### src/rtl/pla_pkg.sv
// Shared sizes, fuse-map index helpers and loader state encoding for the
// 3-input / 2-output PLA and its serial configuration loader.
package pla_pkg;

  localparam int N_IN      = 3;
  localparam int N_TERMS   = 4;
  localparam int N_OUT     = 2;

  localparam int AND_BITS  = N_TERMS * 2 * N_IN;
  localparam int OR_BITS   = N_OUT * N_TERMS;
  localparam int FUSE_BITS = AND_BITS + OR_BITS;

  localparam int AND_IDX_W = $clog2(AND_BITS);
  localparam int OR_IDX_W  = $clog2(OR_BITS);
  localparam int FIDX_W    = $clog2(FUSE_BITS);
  localparam int CNT_W     = $clog2(FUSE_BITS + 1);

  typedef logic [AND_IDX_W-1:0] and_idx_t;
  typedef logic [OR_IDX_W-1:0]  or_idx_t;
  typedef logic [CNT_W-1:0]     cnt_t;
  typedef logic [FUSE_BITS-1:0] fuse_map_t;

  typedef enum logic [1:0] {
    ST_IDLE,
    ST_LOAD,
    ST_CHECK
  } state_e;

  // Literal fuse of input i in term t; comp selects the complemented literal.
  function automatic and_idx_t and_idx(input int t, input int i, input logic comp);
    return and_idx_t'(t * 2 * N_IN + 2 * i + (comp ? 1 : 0));
  endfunction

  // Position of the (output o, term t) fuse inside the OR plane, which
  // itself starts at AND_BITS in the full fuse map.
  function automatic or_idx_t or_idx(input int o, input int t);
    return or_idx_t'(o * N_TERMS + t);
  endfunction

endpackage

### src/rtl/pla_eval.sv
// Combinational PLA core: evaluates the active AND/OR fuse planes against
// the inputs; the caller registers the result.
module pla_eval
  import pla_pkg::*;
(
  input  logic [AND_BITS-1:0] and_plane_i,
  input  logic [OR_BITS-1:0]  or_plane_i,
  input  logic [N_IN-1:0]     in_vec_i,
  output logic [N_OUT-1:0]    out_o
);

  logic [N_TERMS-1:0][N_IN-1:0] true_en;
  logic [N_TERMS-1:0][N_IN-1:0] comp_en;
  logic [N_TERMS-1:0]           term;

  // NOTE: every always_comb output gets a default first so no path leaves it unassigned (no latch).
  always_comb begin
    true_en = '0;
    comp_en = '0;
    for (int t = 0; t < N_TERMS; t++) begin
      for (int i = 0; i < N_IN; i++) begin
        true_en[t][i] = and_plane_i[and_idx(t, i, 1'b0)];
        comp_en[t][i] = and_plane_i[and_idx(t, i, 1'b1)];
      end
    end
  end

  // An empty term is unused and reads 0; enabling both literals of one
  // input always produces a mismatch on that input, so the term reads 0.
  always_comb begin
    term = '0;
    for (int t = 0; t < N_TERMS; t++) begin
      term[t] = (|(true_en[t] | comp_en[t]))
              & ~(|(true_en[t] & ~in_vec_i))
              & ~(|(comp_en[t] & in_vec_i));
    end
  end

  always_comb begin
    out_o = '0;
    for (int o = 0; o < N_OUT; o++) begin
      for (int t = 0; t < N_TERMS; t++) begin
        out_o[o] = out_o[o] | (or_plane_i[or_idx(o, t)] & term[t]);
      end
    end
  end

endmodule

### src/rtl/pla_cfg_loader.sv
// Serial fuse loader with even-parity check and atomic commit, wrapped around
// a registered 3-input / 2-output PLA.
module pla_cfg_loader
  import pla_pkg::*;
(
  input  logic             clk,
  input  logic             rst_n,
  input  logic             cfg_start,
  input  logic             cfg_valid,
  input  logic             cfg_bit,
  output logic             cfg_ready,
  output logic             cfg_done,
  output logic             cfg_err,
  output logic             busy,
  input  logic [N_IN-1:0]  in_vec,
  output logic [N_OUT-1:0] out_vec
);

  localparam cnt_t PARITY_POS = cnt_t'(FUSE_BITS);

  state_e           state_q, state_d;
  cnt_t             cnt_q, cnt_d;
  fuse_map_t        shadow_q, shadow_d;
  fuse_map_t        active_q, active_d;
  logic             par_q, par_d;
  logic             done_q, done_d;
  logic             err_q, err_d;
  logic [N_OUT-1:0] out_q, out_d;

  always_comb begin
    state_d  = state_q;
    cnt_d    = cnt_q;
    shadow_d = shadow_q;
    active_d = active_q;
    par_d    = par_q;
    done_d   = 1'b0;
    err_d    = 1'b0;
    unique case (state_q)
      ST_IDLE: begin
        if (cfg_start) begin
          state_d  = ST_LOAD;
          cnt_d    = '0;
          shadow_d = '0;
          par_d    = 1'b0;
        end
      end
      ST_LOAD: begin
        // A restart wins over any bit offered in the same cycle.
        if (cfg_start) begin
          cnt_d    = '0;
          shadow_d = '0;
          par_d    = 1'b0;
        end else if (cfg_valid) begin
          par_d = par_q ^ cfg_bit;
          if (cnt_q == PARITY_POS) begin
            state_d = ST_CHECK;
          end else begin
            shadow_d[cnt_q[FIDX_W-1:0]] = cfg_bit;
            cnt_d = cnt_q + cnt_t'(1);
          end
        end
      end
      ST_CHECK: begin
        state_d = ST_IDLE;
        if (!par_q) begin
          active_d = shadow_q;
          done_d   = 1'b1;
        end else begin
          err_d = 1'b1;
        end
      end
      default: state_d = ST_IDLE;
    endcase
  end

  pla_eval u_eval (
    .and_plane_i (active_q[AND_BITS-1:0]),
    .or_plane_i  (active_q[FUSE_BITS-1:AND_BITS]),
    .in_vec_i    (in_vec),
    .out_o       (out_d)
  );

  // NOTE: sequential state uses non-blocking assignments so every register samples pre-edge values.
  // NOTE: the fuse maps are plain registers and are reset too, so a reset leaves the PLA unprogrammed.
  always_ff @(posedge clk) begin
    if (!rst_n) begin
      state_q  <= ST_IDLE;
      cnt_q    <= '0;
      shadow_q <= '0;
      active_q <= '0;
      par_q    <= 1'b0;
      done_q   <= 1'b0;
      err_q    <= 1'b0;
      out_q    <= '0;
    end else begin
      state_q  <= state_d;
      cnt_q    <= cnt_d;
      shadow_q <= shadow_d;
      active_q <= active_d;
      par_q    <= par_d;
      done_q   <= done_d;
      err_q    <= err_d;
      out_q    <= out_d;
    end
  end

  assign cfg_ready = (state_q == ST_LOAD);
  assign busy      = (state_q == ST_LOAD) || (state_q == ST_CHECK);
  assign cfg_done  = done_q;
  assign cfg_err   = err_q;
  assign out_vec   = out_q;

endmodule

### config.mk
export PLATFORM = sky130hd
export DESIGN_NAME = pla_cfg_loader
export DESIGN_NICKNAME = d
export VERILOG_FILES = /design/src/rtl/pla_pkg.sv /design/src/rtl/pla_eval.sv /design/src/rtl/pla_cfg_loader.sv
export SDC_FILE = /design/constraint.sdc
export NUM_CORES = 1
export LEC_CHECK = 0
export CAP_MARGIN = 20
export CORE_UTILIZATION = 55
export CTS_BUF_LIST = sky130_fd_sc_hd__clkbuf_8 sky130_fd_sc_hd__clkbuf_16
export CTS_CLUSTER_DIAMETER = 30
export DETAILED_ROUTE_END_ITERATION = 8
export PLACE_DENSITY = 0.73
export SETUP_SLACK_MARGIN = 0.5
export SLEW_MARGIN = 10
export SYNTH_ARGS = -nofsm -noshare
export SYNTH_HDL_FRONTEND = slang
export SYNTH_SLANG_ARGS = --single-unit
### constraint.sdc
create_clock -name clk -period 5.1 [get_ports clk]
set_input_delay 1.53 -clock clk [delete_from_list [all_inputs] [get_ports clk]]
set_output_delay 1.53 -clock clk [all_outputs]
set_load 0.005 [all_outputs]
==> Word-level counts from Yosys, hierarchy flattened <==
Index checks and enable logic that the tools add are counted.
W data, S select, Z words.
{ "totals": {"elab_cells": 110, "regBits": 77, "output_inout_bits": 6} }
{ "op_classes": {"mux": 24, "bitwise_logic": 45, "order_cmp": 2, "addsub": 1, "n_eq_ne": 9, "reduce_logical": 21} }
{ "op_table": {"columns": ["operator", "n"], "rows": [
  ["$mux W32", 4],
  ["$pmux W32 S2", 1],
  ["$reduce_or A3 Y1", 12],
  ["$bwmux W32", 1],
  ["$and A3 B3 Y3", 8],
  ["$mux W6", 4],
  ["$and A1 B1 Y1", 16],
  ["$or A3 B3 Y3", 4],
  ["$pmux W6 S2", 1],
  ["$not A1 Y1", 9],
  ["$mux W2", 4],
  ["$reduce_and A4 Y1", 2],
  ["$add A6 B1 Y6 const B", 1],
  ["$eq A6 B6 Y1 const B", 1],
  ["$lt A5 B6 Y1 const B", 1],
  ["$mux W1", 6],
  ["$ne A2 B2 Y1 const B", 3],
  ["$ne A3 B3 Y1 const B", 2],
  ["$or A1 B1 Y1", 6],
  ["$demux W1 S5", 1],
  ["$ge A5 B1 Y1 const B", 1],
  ["$pmux W2 S2", 1],
  ["$reduce_and A2 Y1", 2],
  ["$not A3 Y3", 1],
  ["10 further kinds", 10]
]} }

==> Longest topological paths before layout <==
{ "logic_depth": {"word_depth": 10, "mapped_depth": 8, "mapped_depth_nobuf": 7} }

==> Cells and area by module <==
From an unflattened synthesis, not the netlist that was laid out.
{ "hier_totals": {"hier_cells": 433, "area_unflattened_um2": 3653.5} }
{ "modules_own_cells": {"columns": ["module", "instances", "seq_area_each_um2", "area_per_inst_um2", "cells_each"], "rows": [
  ["pla_cfg_loader", 1, 1541.5, 3355.7, 391],
  ["pla_eval", 1, 0.0, 297.8, 42]
]} }

==> Worst setup path before layout <==
No wires, ideal clock.
{ "synth_timing": {"kind": "in2reg", "from": "in cfg_start", "to": "reg shadow_q[16]", "setup_slack_ns": 2.490, "cell_stages": 6, "n_path_buf": 1, "arrival_ns": 2.540, "setup_time_ns": 0.070, "path_cell_list": "clkbuf_2 > and3b_2 > nand2b_2 > nor4_4 > nand2_1 > a21boi_1"} }
{ "synth_via": {"elab_chain_len": 2} }
{ "synth_lines": {"columns": ["element", "line", "source"], "rows": [
  ["start: declaration", "pla_cfg_loader.sv:8", "input logic cfg_start,"],
  ["$ne A3 B3 Y1 (no line) (tied with other cells)", null, null],
  ["$reduce_and A4 Y1 (no line) or $pmux W32 S2 (tied branches)", null, null],
  ["end signal: assignment", "pla_cfg_loader.sv:98", "shadow_q <= shadow_d;"],
  ["end: declaration", "pla_cfg_loader.sv:23", "fuse_map_t shadow_q, shadow_d;"]
]} }
Several ways; a longest one is shown, not always the timed one.
A chain may end at the register's enable or synchronous reset.

==> Worst setup path after layout <==
{ "layout_timing": {"from": "in cfg_start", "to": "reg shadow_q[4]"} }
The elaborated chain is that of the path after synthesis.

==> metrics.md <==
| Metric | Value |
|---|---|
| Outcome | `finished, violations left` |
| Failing checks | `DRC` |
| Chip width | `about 85 um` |
| Fin. Hold Viols | `0` |
| Pint | `850 uW` |
| Clock skew | `~10 ps` |
| Final setup TNS | `0 ps` |
| Post-synth EDFFs | `0` |
| R2r endpoint | `shadow_q[7]` |
| Max H-tree Level | `3` |
| First-pass GRT wire length | `~14000 um` |
| Prevailing post-synth register cell | `dfxtp_1` |
| Combinational share of power | `0.146` |
| Vias | `about 3.1k` |
| Setup repair bufs after CTS | `0` |
| Sw frac | `0.292` |
| Root buffer cell | `clkbuf_8` |
| Worst path slowest cell | `o22ai_2` |
| FMAX | `between 300 and 400 MHz` |
| Hold_ws | `between 400 and 500 ps` |
| Arr. time, crit path | `3550 ps` |
| Starting Density | `0.582` |
| Static leakage | `0.00145 uW` |
| Net Sw Power | `~350 uW` |
| Worst IR Drop VDD | `~0.19 mV` |
| Ports | `14` |
| Least-Margin Pin Slew | `around 940 ps` |
| Unrepaired setup endpoints after global routing | `false` |
| CTS Sinks | `77` |
| Mean Syn Cell Area | `roughly 8.2 sq um` |
| Detailed Routing Iterations Pass 1 | `7` |
| Core ar. | `between 6000 and 7000 sq um` |
| Post-Route WL | `around 8600 um` |
| Post-CTS sizing | `0` |
| Delay-heaviest family, CP | `compound AO/OA/AOI/OAI gates` |
| Post-Syn Nets | `473` |
| FP Rows | `29` |
| Area Overhead vs Synth | `7.79%` |
| Tot GR Track Use | `0.257` |
| Deepest clock path buffer count | `2` |
| Hold path depth | `2` |
| Share of layout cells above drive strength 1 | `0.0728` |
| Worst r2r src | `cnt_q[0]` |
| R2R depth | `8` |
| TritonCTS buffer count | `9` |
| Die Ht | `between 80 and 90 um` |
| Startpoint types | `input pin` |
| Synthesized instance count | `around 460` |
| Final worst slack | `~1800 ps` |
| DP Worst Slack | `approximately 1500 ps` |
| Clock Latency Late Sink | `about 360 ps` |
| Tcrit/Tclk final | `0.647` |
| GP Congestion | `between 0.8 and 0.9` |
| CTS Hold Buffers Added | `0` |
| Largest net degree at the start of global routing | `51` |
| Critical path class | `input pin to flop` |
| #FFs+latches synth | `77` |
| Initial DRC Count | `~260` |
| Die area | `between 7000 and 8000 sq um` |
| NumNets Final | `464` |
| Initial antenna violation count | `0` |
| Sequential Power Share | `0.507` |
| FFs w/ async S/R, synth | `0` |
| Vias in the first global route | `between 2k and 3k` |
| Count of cell types in the netlist | `50` |
| Hold Path Origin | `shadow_q[27]` |
| CP cell instances | `clkdlybuf4s50_1 > o22ai_2 > o21ai_0 > a41oi_1 > nor2b_1` |
| Max Cap Violations | `0` |
| Worst-path fanout max | `21` |
| Post-synthesis sequential area ratio | `0.410` |
| WP data required | `roughly 5400 ps` |
| Total congestion overflow | `0` |
| Final Util | `0.627` |
| PortBufs | `13` |
| WL/cell | `16.2 um` |
| PD cells | `a little under 300 nW/um^2` |
| Max-slew headroom | `0.373` |
| Number of warnings issued by yosys | `0` |
| CP Buf/Inv Count | `1` |
| Mapped Area | `around 3800 sq um` |
| Total power | `1200 uW` |
| Hold Crit Class | `flop to flop` |
| Antenna Nets Post-Route | `0` |
| Hpwl dp | `5810 um` |
| CTS tree | `built` |
| Slew Limit Fails | `0` |
| Register-to-register setup slack | `2660 ps` |
| Vias per inst | `slightly below 6` |
| DRC Markers | `1` |
| ANT cells | `0` |
| Critical Path Sink Type | `flop` |
| Final setup fails | `0` |
| Max stage delay on crit path | `between 700 and 800 ps` |
| Hold EP | `active_q[27]` |
| Clock transition at path regs | `roughly 80 ps` |
| Clk pwr share | `0.347` |
| Fin crit period | `about 3300 ps` |
==> kinds of logic after synthesis <==
family	Yosys count	share of synthesized area
flip-flops	77	0.410
XOR/XNOR	1	0.00233
buffers and inverters	45	0.0500
AND/OR/NAND/NOR	170	0.226
AO/OA/AOI/OAI	149	0.264
multiplexers	9	0.0240
adder cells (fa/ha/maj)	7	0.0233
==> power groups by stage <==
stage	clock [uW]	combinational, uW	sequential, uW
after CTS	427	172	609
after global routing	454	193	610
after floorplan	0	123	623
final	417	175	609
after global placement	0	165	623
after detailed placement	0	171	623
==> through the flow <==
step	cells	cell area [sq um]
floorplan	458	3760
global placement	513	3850
detailed placement	514	3860
CTS	529	4040
global route	530	4050
finish	530	4050
==> per-layer routing <==
metal | GRT usage | share of wire
met4 | 0.0955 | 0.014
met2 | 0.384 | 0.45
met1 | 0.368 | 0.50
met5 | 0 | 0
met3 | 0.0482 | 0.037
==> placed cells by master, fill, tap and decap left out, drive strengths merged, types with 2 or more instances in the layout <==
cell           count
nor3               3
o31ai              2
dfxtp             77
o211ai            14
nor2               9
o311ai             2
nand2             98
nor2b             13
o21ai             26
a21boi            52
and3               8
and2               6
buf                6
a31oi              2
clkinv             3
nand2b             3
nor4               4
clkdlybuf4s50     12
inv                7
a211oi             2
a21oi             33
or4                3
mux2i              9
nand3             16
clkbuf            10
o211a              2
clkinvlp           2
a221o              3
a22oi              4
and2b              2
ha                 7
==> flip-flops by register name (all words and copies together), names as in the netlist <==
| signal | count |
|---|---|
| active_q | 32 |
| shadow_q | 32 |
| cnt_q | 6 |
| out_vec | 2 |
| state_q | 2 |
| cfg_done | 1 |
| cfg_err | 1 |
| par_q | 1 |
==> layout make-up <==
cell class	count	area, sq um
clock inverter	5	37.5
timing repair buffer	18	174
multi-input combinational	336	2040
clock buffer	10	138
sequential	77	1540
fill	558	2410
inverter	7	26.3
tap	77	96.3
==> worst max-delay path by stage <==
stage / start / to / slack, ps / cells after the start
2_1_floorplan: cfg_start / shadow_q[16] / 2490 / 6
3_3_place_gp: cfg_start / shadow_q[4] / 1530 / 5
3_5_place_dp: cfg_start / cnt_q[4] / 1460 / 5
4_1_cts: cfg_start / cnt_q[4] / 1840 / 5
5_1_grt: cfg_start / shadow_q[4] / 1600 / 5
6_report: cfg_start / shadow_q[4] / 1800 / 5
==> cells in the mapped netlist, drive strengths merged, types with 2 or more instances <==
master / number / share of area
nand3: 16 / 0.023
buf: 8 / 0.012
and2: 6 / 0.010
nor2: 9 / 0.0090
nand2b: 3 / 0.0057
or4: 3 / 0.0060
nor4: 4 / 0.019
mux2i: 9 / 0.024
o31ai: 2 / 0.0040
a31oi: 2 / 0.0033
a21oi: 33 / 0.044
o311ai: 2 / 0.0047
clkbuf: 30 / 0.031
a221o: 3 / 0.0080
o21ai: 26 / 0.035
ha: 7 / 0.023
a22oi: 4 / 0.0080
nand2: 98 / 0.098
and2b: 2 / 0.0050
and3: 8 / 0.015
o211ai: 14 / 0.028
nor3: 3 / 0.0040
dfxtp: 77 / 0.41
o211a: 2 / 0.0053
inv: 7 / 0.0070
a211oi: 2 / 0.0040
a21boi: 52 / 0.10
nor2b: 13 / 0.022
==> worst min-delay path, cell delays in order (launching register included) <==
cell	delay [ps]
dfxtp_1	320
nand2_1	50
a21boi_0	60
No activity file was read; power rests on OpenSTA's default activity.
